==> src/rtl/spi_arb_pkg.sv <==
// Shared types and constants for the SPI arbiter: FSM states, spcon bit
// positions and field widths.
package spi_arb_pkg;

    typedef enum logic [2:0] {
        IDLE,
        LOAD,
        START,
        WAIT,
        GAP,
        DONE
    } arb_state_t;

    localparam int SPEN   = 0;
    localparam int CPHA   = 1;
    localparam int CPOL   = 2;

    localparam int LEN_W  = 4;
    localparam int BR_W   = 8;
    localparam int MODE_W = 2;

endpackage

==> src/rtl/spi_rr_arb.sv <==
// Combinational round-robin picker: first valid requester at or after rr_ptr,
// wrapping modulo N. Returns a one-hot winner, its index and an any-valid flag.
module spi_rr_arb #(
    parameter int N     = 2,
    parameter int IDX_W = (N > 1) ? $clog2(N) : 1
) (
    input  logic [N-1:0]     req_valid,
    input  logic [IDX_W-1:0] rr_ptr,
    output logic [N-1:0]     gnt,
    output logic [IDX_W-1:0] gnt_idx,
    output logic             any
);

    logic [IDX_W-1:0] cand;

    always_comb begin
        gnt     = '0;
        gnt_idx = '0;
        any     = 1'b0;
        cand    = '0;
        for (int i = 0; i < N; i++) begin
            cand = IDX_W'((int'(rr_ptr) + i) % N);
            if (!any && req_valid[cand]) begin
                any       = 1'b1;
                gnt_idx   = cand;
                gnt[cand] = 1'b1;
            end
        end
    end

endmodule

==> src/rtl/spi_arbiter.sv <==
// Shares one spi_master between NUM_REQ requesters, sequencing multi-byte
// transactions byte by byte. Optional per-byte watchdog: SPI_ARB_TIMEOUT_EN.
module spi_arbiter
    import spi_arb_pkg::*;
#(
    parameter int NUM_REQ     = 2,
    parameter int GAP_CYC     = 4,
    parameter int TIMEOUT_CYC = 4096
) (
    input  logic                      clk,
    input  logic                      rst,
    input  logic [NUM_REQ-1:0]        req_valid,
    input  logic [LEN_W*NUM_REQ-1:0]  req_len,
    input  logic [MODE_W*NUM_REQ-1:0] req_mode,
    input  logic [BR_W*NUM_REQ-1:0]   req_br,
    output logic [NUM_REQ-1:0]        req_gnt,
    input  logic [8*NUM_REQ-1:0]      tx_data,
    input  logic [NUM_REQ-1:0]        tx_valid,
    output logic [NUM_REQ-1:0]        tx_ready,
    output logic [7:0]                rx_data,
    output logic [NUM_REQ-1:0]        rx_valid,
    output logic [NUM_REQ-1:0]        req_done,
    output logic [NUM_REQ-1:0]        req_err,
    output logic [NUM_REQ-1:0]        ssn,
    output logic [7:0]                m_spcon,
    output logic [7:0]                m_spibr,
    output logic [7:0]                m_data,
    input  logic                      m_done,
    input  logic [7:0]                m_rx
);

    localparam int IDX_W = (NUM_REQ > 1) ? $clog2(NUM_REQ) : 1;
    localparam int GAP_W = 8;

    if (NUM_REQ < 2 || NUM_REQ > 4 || GAP_CYC < 0 || GAP_CYC > 255 || TIMEOUT_CYC < 1) begin : g_bad_param
        $error("spi_arbiter: parameter out of range");
    end

    arb_state_t         state, state_nxt;
    logic [IDX_W-1:0]   owner, rr_ptr, next_ptr;
    logic [NUM_REQ-1:0] owner_oh;
    logic [LEN_W-1:0]   remaining;
    logic [MODE_W-1:0]  mode_q;
    logic [BR_W-1:0]    br_q;
    logic [GAP_W-1:0]   gap_cnt;
    logic [NUM_REQ-1:0] win_oh;
    logic [IDX_W-1:0]   win_idx;
    logic               win_any;
    logic               wd_expire;

    spi_rr_arb #(.N(NUM_REQ), .IDX_W(IDX_W)) u_rr (
        .req_valid (req_valid),
        .rr_ptr    (rr_ptr),
        .gnt       (win_oh),
        .gnt_idx   (win_idx),
        .any       (win_any)
    );

    assign next_ptr = (owner == IDX_W'(NUM_REQ - 1)) ? '0 : owner + 1'b1;
    assign m_spibr  = br_q;

    always_comb begin
        state_nxt     = state;
        tx_ready      = '0;
        m_spcon       = '0;
        m_spcon[CPOL] = mode_q[1];
        m_spcon[CPHA] = mode_q[0];
        m_spcon[SPEN] = (state == START);
        case (state)
            IDLE: if (win_any) state_nxt = LOAD;
            LOAD: begin
                tx_ready = owner_oh;
                if (tx_valid[owner]) state_nxt = START;
            end
            START: state_nxt = WAIT;
            WAIT: begin
                if (m_done) begin
                    if (remaining == '0)  state_nxt = DONE;
                    else if (GAP_CYC == 0) state_nxt = LOAD;
                    else                   state_nxt = GAP;
                end else if (wd_expire) begin
                    state_nxt = IDLE;
                end
            end
            GAP:  if (gap_cnt == GAP_W'(GAP_CYC - 1)) state_nxt = LOAD;
            DONE: state_nxt = IDLE;
            default: state_nxt = IDLE;
        endcase
    end

    // Owner config is latched at grant and deliberately left in place after DONE.
    always_ff @(posedge clk) begin
        if (rst) begin
            state     <= IDLE;
            owner     <= '0;
            owner_oh  <= '0;
            rr_ptr    <= '0;
            remaining <= '0;
            mode_q    <= '0;
            br_q      <= '0;
            gap_cnt   <= '0;
            m_data    <= '0;
            rx_data   <= '0;
            req_gnt   <= '0;
            rx_valid  <= '0;
            req_done  <= '0;
            ssn       <= '1;
        end else begin
            state    <= state_nxt;
            req_gnt  <= '0;
            rx_valid <= '0;
            req_done <= '0;
            case (state)
                IDLE: begin
                    if (win_any) begin
                        owner     <= win_idx;
                        owner_oh  <= win_oh;
                        remaining <= req_len[int'(win_idx)*LEN_W +: LEN_W];
                        mode_q    <= req_mode[int'(win_idx)*MODE_W +: MODE_W];
                        br_q      <= req_br[int'(win_idx)*BR_W +: BR_W];
                        req_gnt   <= win_oh;
                        ssn       <= ~win_oh;
                    end
                end
                LOAD: begin
                    if (tx_valid[owner]) m_data <= tx_data[int'(owner)*8 +: 8];
                end
                WAIT: begin
                    if (m_done) begin
                        rx_data  <= m_rx;
                        rx_valid <= owner_oh;
                        gap_cnt  <= '0;
                        if (remaining != '0) remaining <= remaining - 1'b1;
                    end else if (wd_expire) begin
                        ssn    <= '1;
                        rr_ptr <= next_ptr;
                    end
                end
                GAP: gap_cnt <= gap_cnt + 1'b1;
                DONE: begin
                    req_done <= owner_oh;
                    ssn      <= '1;
                    rr_ptr   <= next_ptr;
                end
                default: ;
            endcase
        end
    end

`ifdef SPI_ARB_TIMEOUT_EN
    localparam int WD_W = $clog2(TIMEOUT_CYC + 1);

    logic [WD_W-1:0] wd_cnt;

    assign wd_expire = (state == WAIT) && !m_done && (wd_cnt == WD_W'(TIMEOUT_CYC - 1));

    // Watchdog restarts for every byte; it only advances while waiting on the master.
    always_ff @(posedge clk) begin
        if (rst) begin
            wd_cnt  <= '0;
            req_err <= '0;
        end else begin
            req_err <= '0;
            if (state != WAIT) wd_cnt <= '0;
            else               wd_cnt <= wd_cnt + 1'b1;
            if (wd_expire) req_err <= owner_oh;
        end
    end
`else
    assign wd_expire = 1'b0;
    assign req_err   = '0;
`endif

endmodule

==> config.mk <==
export PLATFORM = sky130hd
export DESIGN_NAME = spi_arbiter
export DESIGN_NICKNAME = d
export VERILOG_FILES = /design/src/rtl/spi_arb_pkg.sv /design/src/rtl/spi_rr_arb.sv /design/src/rtl/spi_arbiter.sv
export SDC_FILE = /design/constraint.sdc
export NUM_CORES = 1
export LEC_CHECK = 0
export CAP_MARGIN = 0
export CORE_UTILIZATION = 44
export CTS_BUF_LIST = sky130_fd_sc_hd__clkbuf_8
export CTS_CLUSTER_DIAMETER = 50
export CTS_CLUSTER_SIZE = 16
export DETAILED_ROUTE_END_ITERATION = 8
export PLACE_DENSITY = 0.82
export SLEW_MARGIN = 5
export SYNTH_ARGS = -nofsm -noshare
export SYNTH_HDL_FRONTEND = slang
export SYNTH_SLANG_ARGS = --single-unit
==> constraint.sdc <==
create_clock -name clk -period 2.04 [get_ports clk]
set_clock_uncertainty 0.1 [all_clocks]
set_input_delay 0.408 -clock clk [delete_from_list [all_inputs] [get_ports clk]]
set_output_delay 0.408 -clock clk [all_outputs]
set_load 0.05 [all_outputs]
==> results of run 1 <==
## how the worst max path moves through the flow
stage | from | end | slack (ns)
2_1_floorplan | state[2] | gap_cnt[7] | 0.22
3_3_place_gp | req_valid[0] | state[0] | 0.007
3_5_place_dp | req_valid[0] | state[0] | -0.05
4_1_cts | gap_cnt[0] | state[0] | 0.02
5_1_grt | m_spibr[5] | m_spibr[5] | 0.009
6_report | m_spibr[5] | m_spibr[5] | 0.06
## Yosys cell counts, drive strengths merged (3+ instances only)
library cell	n	area, µm²
dfxtp	53	1060
nand2	46	173
nor2	34	128
a21oi	18	90.1
clkbuf	18	67.6
nand3	16	80.1
a211oi	12	90.1
a311oi	12	105
buf	10	65.1
mux2i	10	100
nand2b	6	37.5
inv	5	18.8
nor3	5	30.0
o21ai	5	25.0
and2	4	25.0
and3	3	18.8
nand3b	3	22.5
o41ai	3	26.3
or3	3	18.8
## power groups by stage
stage          Sequential (mW)  Clock [mW]  Combinational [mW]
2_1_floorplan             1.71           0               0.624
3_3_place_gp              1.32           0                1.59
3_5_place_dp              1.33           0                1.60
4_1_cts                   1.31       0.646                1.61
5_1_grt                   1.33       0.696                1.73
6_report                  1.31       0.634                1.61
## worst register-to-register path, delay by kind of cell (launching register included)
family                   cells  cell delay (ns)
adder cells (fa/ha/maj)      1             0.21
buffers and inverters        1             0.17
AND/OR/NAND/NOR              2             0.69
AO/OA/AOI/OAI                1             0.22
multiplexers                 1             0.13
flip-flops                   1             0.37
## area by class of cell
| cell class | instances | share of cell area (%) |
|---|---|---|
| multi-input combinational | 217 | 34.4 |
| timing repair buffer | 115 | 31.0 |
| sequential | 53 | 28.9 |
| clock buffer | 7 | 2.62 |
| tap | 70 | 2.38 |
| inverter | 5 | 0.510 |
| clock inverter | 1 | 0.136 |
## timing repair
item | CTS | global route
gates resized for setup | 0 | 4
endpoints found under the setup margin | 0 | 3
buffers inserted | 0 | 0
## cells in the final DEF (no fill, tap or decap), drive strengths merged, types with 3 or more instances in the layout
cell type / n
a211oi: 12
a21oi: 18
a311oi: 12
and2: 4
and3: 3
buf: 28
clkbuf: 7
clkdlybuf4s50: 87
conb: 7
dfxtp: 53
inv: 5
mux2i: 10
nand2: 46
nand2b: 6
nand3: 16
nand3b: 3
nor2: 34
nor3: 5
o21ai: 5
o41ai: 3
or3: 3
## cell families (layout without fill, tap and decap cells)
| family | count (synthesis) | after routing | share of synthesized area (%) |
|---|---|---|---|
| xor+xnor | 1 | 1 | 0.359 |
| other cells | 1 | 7 | 0.154 |
| compound gates | 62 | 62 | 17.7 |
| fa+ha+maj | 2 | 2 | 1.03 |
| mux | 11 | 11 | 4.56 |
| flops | 53 | 53 | 43.5 |
| buf+inv | 33 | 128 | 6.20 |
| simple gates | 134 | 134 | 26.5 |
## registers in the layout, indices dropped and copies added (netlist names), 3 cells and up
register   cells
m_data         8
gap_cnt        8
state          3
m_spibr        8
rx_data        8
remaining      4
## through the flow
| step | total power [mW] | instance area [µm²] |
|---|---|---|
| after global placement | 2.91 | 3560 |
| after global routing | 3.76 | 3680 |
| after CTS | 3.57 | 3660 |
| after floorplan | 2.33 | 2470 |
| after detailed placement | 2.93 | 3560 |
| final | 3.55 | 3680 |
## metal layers
metal  track usage (%)  routed length, µm
met1              26.3               2660
met2              34.8               2710
met3              7.07                482
met4              7.88                 84
met5                 0                  0
==> run metrics, run 1 <==
kind of critical path=reg2out; Post-Syn Area=2440 µm²; via count=2413; post-DP HPWL=4.37 mm; Critical Path AT=1.48 ns; Die Ht=76.5 µm; Worst Min Path Start=rst; share of layout cells above drive strength 1=12.1%; worst min path class=in2reg; r2r startpoint=gap_cnt[1]; setup ws final=0.0558 ns; dpl cells=460; CTS tree=built; footprint of the multi-input gates=1260 µm²; Clock H-tree levels=2; register bit total from synthesis=53; Post-Layout Cell Count=468; setup tns final=0 ns; Worst Setup Start Kind=flip-flop; Fillers=421; Crit path largest cell delay=0.81 ns; Congestion Overflow GR=0; dpl ws=-0.0527 ns; first-pass GRT wire length=10.2 mm; main flop type after synthesis=dfxtp_1; largest net degree at the start of global routing=34; CTS Hold Bufs=0; routed len/inst=12.7 µm; max-cap violations=0; Die X=76.5 µm; layout net count=458; DIE AREA=5850 µm²; CTS sink cnt=53; Clock Latency Late Sink=0.30 ns; sequential share of power=36.8%; worst r2r path cells=6; VDD IR-drop max=0.000595 V; leakage=1.36 nW; row count=26; vias per cell=5.16; area of the core=5240 µm²; Comb pwr share=45.3%; clock share of power=17.9%; Hold WS=0.355 ns; FF-to-FF End=state[0]; Worst path depth=1; Cells after Synth=297; Final Hold Vio Count=0; vias in the first global route=2316; Top delay family on crit path=buffers and inverters; CTS max path bufs=2; clock-pin slew on the worst setup and hold paths=0.09 ns; Buf/Inv on CP=1; Sw Ratio=39.5%; Final Setup Violations=0; RSZ-0062 raised after global routing=false; Final ANT Viol Nets=0; Critical Path End Type=primary output; slowest CP cell=clkdlybuf4s50_1; Slew Viols, Final=0; Hold Path End=rx_data[2]; Syn Area/Cell=8.21 µm²; CTS Buf Count=5; Worst Path Max Fanout=2; Cell Pwr Density=966 nW/µm²; R2R setup slack=0.08 ns; GPL Wtd Cong=0.789; Int Pwr=2.15 mW; WP data required=1.53 ns; Final Util=70.2%; async set-reset flop share out of synthesis=0%; sequential share of the synthesized area=43.5%; WL final=5.93 mm; CP cell instances=clkdlybuf4s50_1; relative slew slack=65.6%; min Tclk post-route=1.98 ns; PortBufs=95; Post-synth EDFFs=0; drt first pass iters=4; synthesis-to-finish area growth=50.7%; status=completed; Worst-Margin Slew=0.514 ns; Ant. Diodes=0; # DRC=0; Starting Density=46.6%; initial antenna violation count=0; sequential cell area=1060 µm²; root buffer cell=clkbuf_8; Unique masters post-synth=48; DRT iter0 DRCs=124; period utilization=97.3%; Max Freq=504 MHz; Yosys warnings=0; total track usage=21.4%; WHS Path Cells=2; Switch Pwr=1.40 mW; io pins=103
(Power assumes the default switching activity.)
==> run 2, diff against run 1 <==
--- a/config.mk
+++ b/config.mk
@@ -6,11 +6,13 @@
 export NUM_CORES = 1
 export LEC_CHECK = 0
 export CAP_MARGIN = 0
+export CORE_ASPECT_RATIO = 0.7
 export CORE_UTILIZATION = 44
 export CTS_BUF_LIST = sky130_fd_sc_hd__clkbuf_8
 export CTS_CLUSTER_DIAMETER = 50
 export CTS_CLUSTER_SIZE = 16
 export DETAILED_ROUTE_END_ITERATION = 8
+export GPL_ROUTABILITY_DRIVEN = 0
 export PLACE_DENSITY = 0.82
 export SLEW_MARGIN = 5
 export SYNTH_ARGS = -nofsm -noshare
==> run 2 against run 1 <==
Compared with the run above: count of clock-buffer cells in the layout decreased by 2; flip-flop and latch count unchanged; sequential power about the same; wire length increased by 6.2%.
==> run metrics, run 2 (synthesized netlist as in run 1, its figures left out) <==
slowest CP cell=clkdlybuf4s50_1; area of the core=5290 µm² (+0.91%); leakage=1.37 nW (+1.2%); clock-pin slew on the worst setup and hold paths=0.09 ns (about the same); initial antenna violation count=0 (unchanged); wire length on met2=2.88 mm (+6.3%); Fillers=458 (+8.8%); via count=2452 (+1.6%); WP data required=1.53 ns (about the same); Final ANT Viol Nets=0 (unchanged); vias in the first global route=2300 (-0.69%); period utilization=97.6% (+0.36 points); largest net degree at the start of global routing=40 (+18%); Critical Path AT=1.48 ns (about the same); max-cap violations=0 (unchanged); Slew Viols, Final=0 (unchanged); DIE AREA=5850 µm² (about the same); post-place instance area=3550 µm² (-0.42%); total track usage=22.8% (+1.4 points); M1 WL=2.82 mm (+6.1%); # DRC=0 (unchanged); routed len/inst=13.4 µm (+6.0%); drt first pass iters=4 (unchanged); Max Freq=502 MHz (-0.37%); routed wl met3=536 µm (+11%); status=completed; vias per cell=5.23 (+1.4%); Ant. Diodes=0 (unchanged); CTS Hold Bufs=0 (unchanged); Critical Path End Type=primary output; RSZ-0062 raised after global routing=false; kind of critical path=reg2out; Congestion Overflow GR=0 (unchanged); CP cell instances=clkdlybuf4s50_1; CTS Buf Count=5 (unchanged); Final Hold Vio Count=0 (unchanged); Die X=91.0 µm (+19%); Buf/Inv on CP=1 (unchanged); min Tclk post-route=1.99 ns (+0.00745 ns); commonest non-fill, non-tap cell in the layout=clkdlybuf4s50_1; post-DP HPWL=4.70 mm (+7.4%); CTS max path bufs=2 (unchanged); relative slew slack=53.3% (-12 points); Cell Pwr Density=958 nW/µm² (-0.88%); worst min path class=reg2reg; CTS sink cnt=53 (unchanged); Top delay family on crit path=buffers and inverters; PortBufs=95 (unchanged); post-CTS setup buffer count=0 (unchanged); WL final=6.30 mm (+6.2%); sequential cell area=1060 µm² (unchanged); first-pass GRT wire length=10.6 mm (+4.1%); CTS tree=built; Worst Path Max Fanout=2 (unchanged); footprint of the multi-input gates=1280 µm² (+1.4%); Clock H-tree levels=2 (unchanged); layout net count=457 (-0.22%); Worst Setup Start Kind=flip-flop; most frequent cells in the layout=86 x clkdlybuf4s50_1, 51 x dfxtp_1, 46 x nand2_1, 33 x nor2_1, 21 x buf_4; total power=3.51 mW (-1.1%); Final Setup Violations=0 (unchanged); root buffer cell=clkbuf_8; Design Area, Final=3670 µm² (-0.20%); DRT iter0 DRCs=154 (+24%); Worst-Margin Slew=0.700 ns (+0.186 ns); io pins=103 (unchanged); Die Ht=64.3 µm (-16%); synthesis-to-finish area growth=50.4%; Crit path largest cell delay=0.81 ns (about the same); share of layout cells above drive strength 1=11.8% (-0.22 points); Starting Density=46.2% (-0.42 points); row count=22 (-15%); Clock Latency Late Sink=0.32 ns (+0.02 ns); top layer in use=met4; VDD IR-drop max=0.000581 V (-2.3%)
-- run 2: changes by cell type in the layout (fill, tap and decap cells not counted), sizes merged --
cell           change
buf                -2
clkinvlp           +1
clkinv             +1
dlymetal6s2s       +2
clkbuf             -2
clkdlybuf4s50      -1
-- run 2: report_power, final --
| part | internal [mW] | total, mW | switching (mW) |
|---|---|---|---|
| registers | 1.20 | 1.31 | 0.108 |
| clock network | 0.237 | 0.589 | 0.351 |
| logic | 0.642 | 1.62 | 0.976 |
-- run 2: final cells by class --
type	count	share of cell area (%)
clock inverter	3	0.477
tap	72	2.45
inverter	5	0.511
multi-input combinational	217	34.9
clock buffer	5	1.88
sequential	53	29.0
timing repair buffer	114	30.8
-- run 2: stage by stage --
step	hold WS [ns]	setup WS (ns)	setup TNS, ns	std cells	utilization, %
6_report	0.357	0.0483	0	469	69.4
5_1_grt	0.381	0.00417	0	469	69.4
4_1_cts	0.361	0.0164	0	469	68.9
3_5_place_dp	0.348	-0.0703	-0.0891	461	67.1
3_3_place_gp	0.342	0.00755	0	461	67.1
2_1_floorplan	0.345	0.219	0	303	-
-- run 2: tightest hold or removal path: cells and delay by family, from the launching register on --
family | cells | cell delay [ns]
flops | 1 | 0.32
simple gates | 1 | 0.05
compound gates | 1 | 0.05
-- run 2: what timing repair did --
action                                  4_1_cts  5_1_grt
endpoints found under the setup margin        2        5
gates resized for setup                       1        8
pin swaps                                     0        1
-- run 2: path summary, 6_finish.rpt --
check | start | endpoint | slack, ns | depth (start not counted)
hold reg to reg | rx_data[2] | rx_data[2] | 0.36 | 2
setup / recovery | mode_q[0] | m_spcon[1] | 0.05 | 1
hold / removal | rx_data[2] | rx_data[2] | 0.36 | 2
setup reg to reg | gap_cnt[1] | state[0] | 0.17 | 5
-- run 2: metal layers --
layer / global-route usage [%] / up-vias
met3: 7.50 / 8
met1: 30.0 / 1115
li1: - / 1234
met5: 0 / -
met2: 35.7 / 95
met4: 6.94 / 0
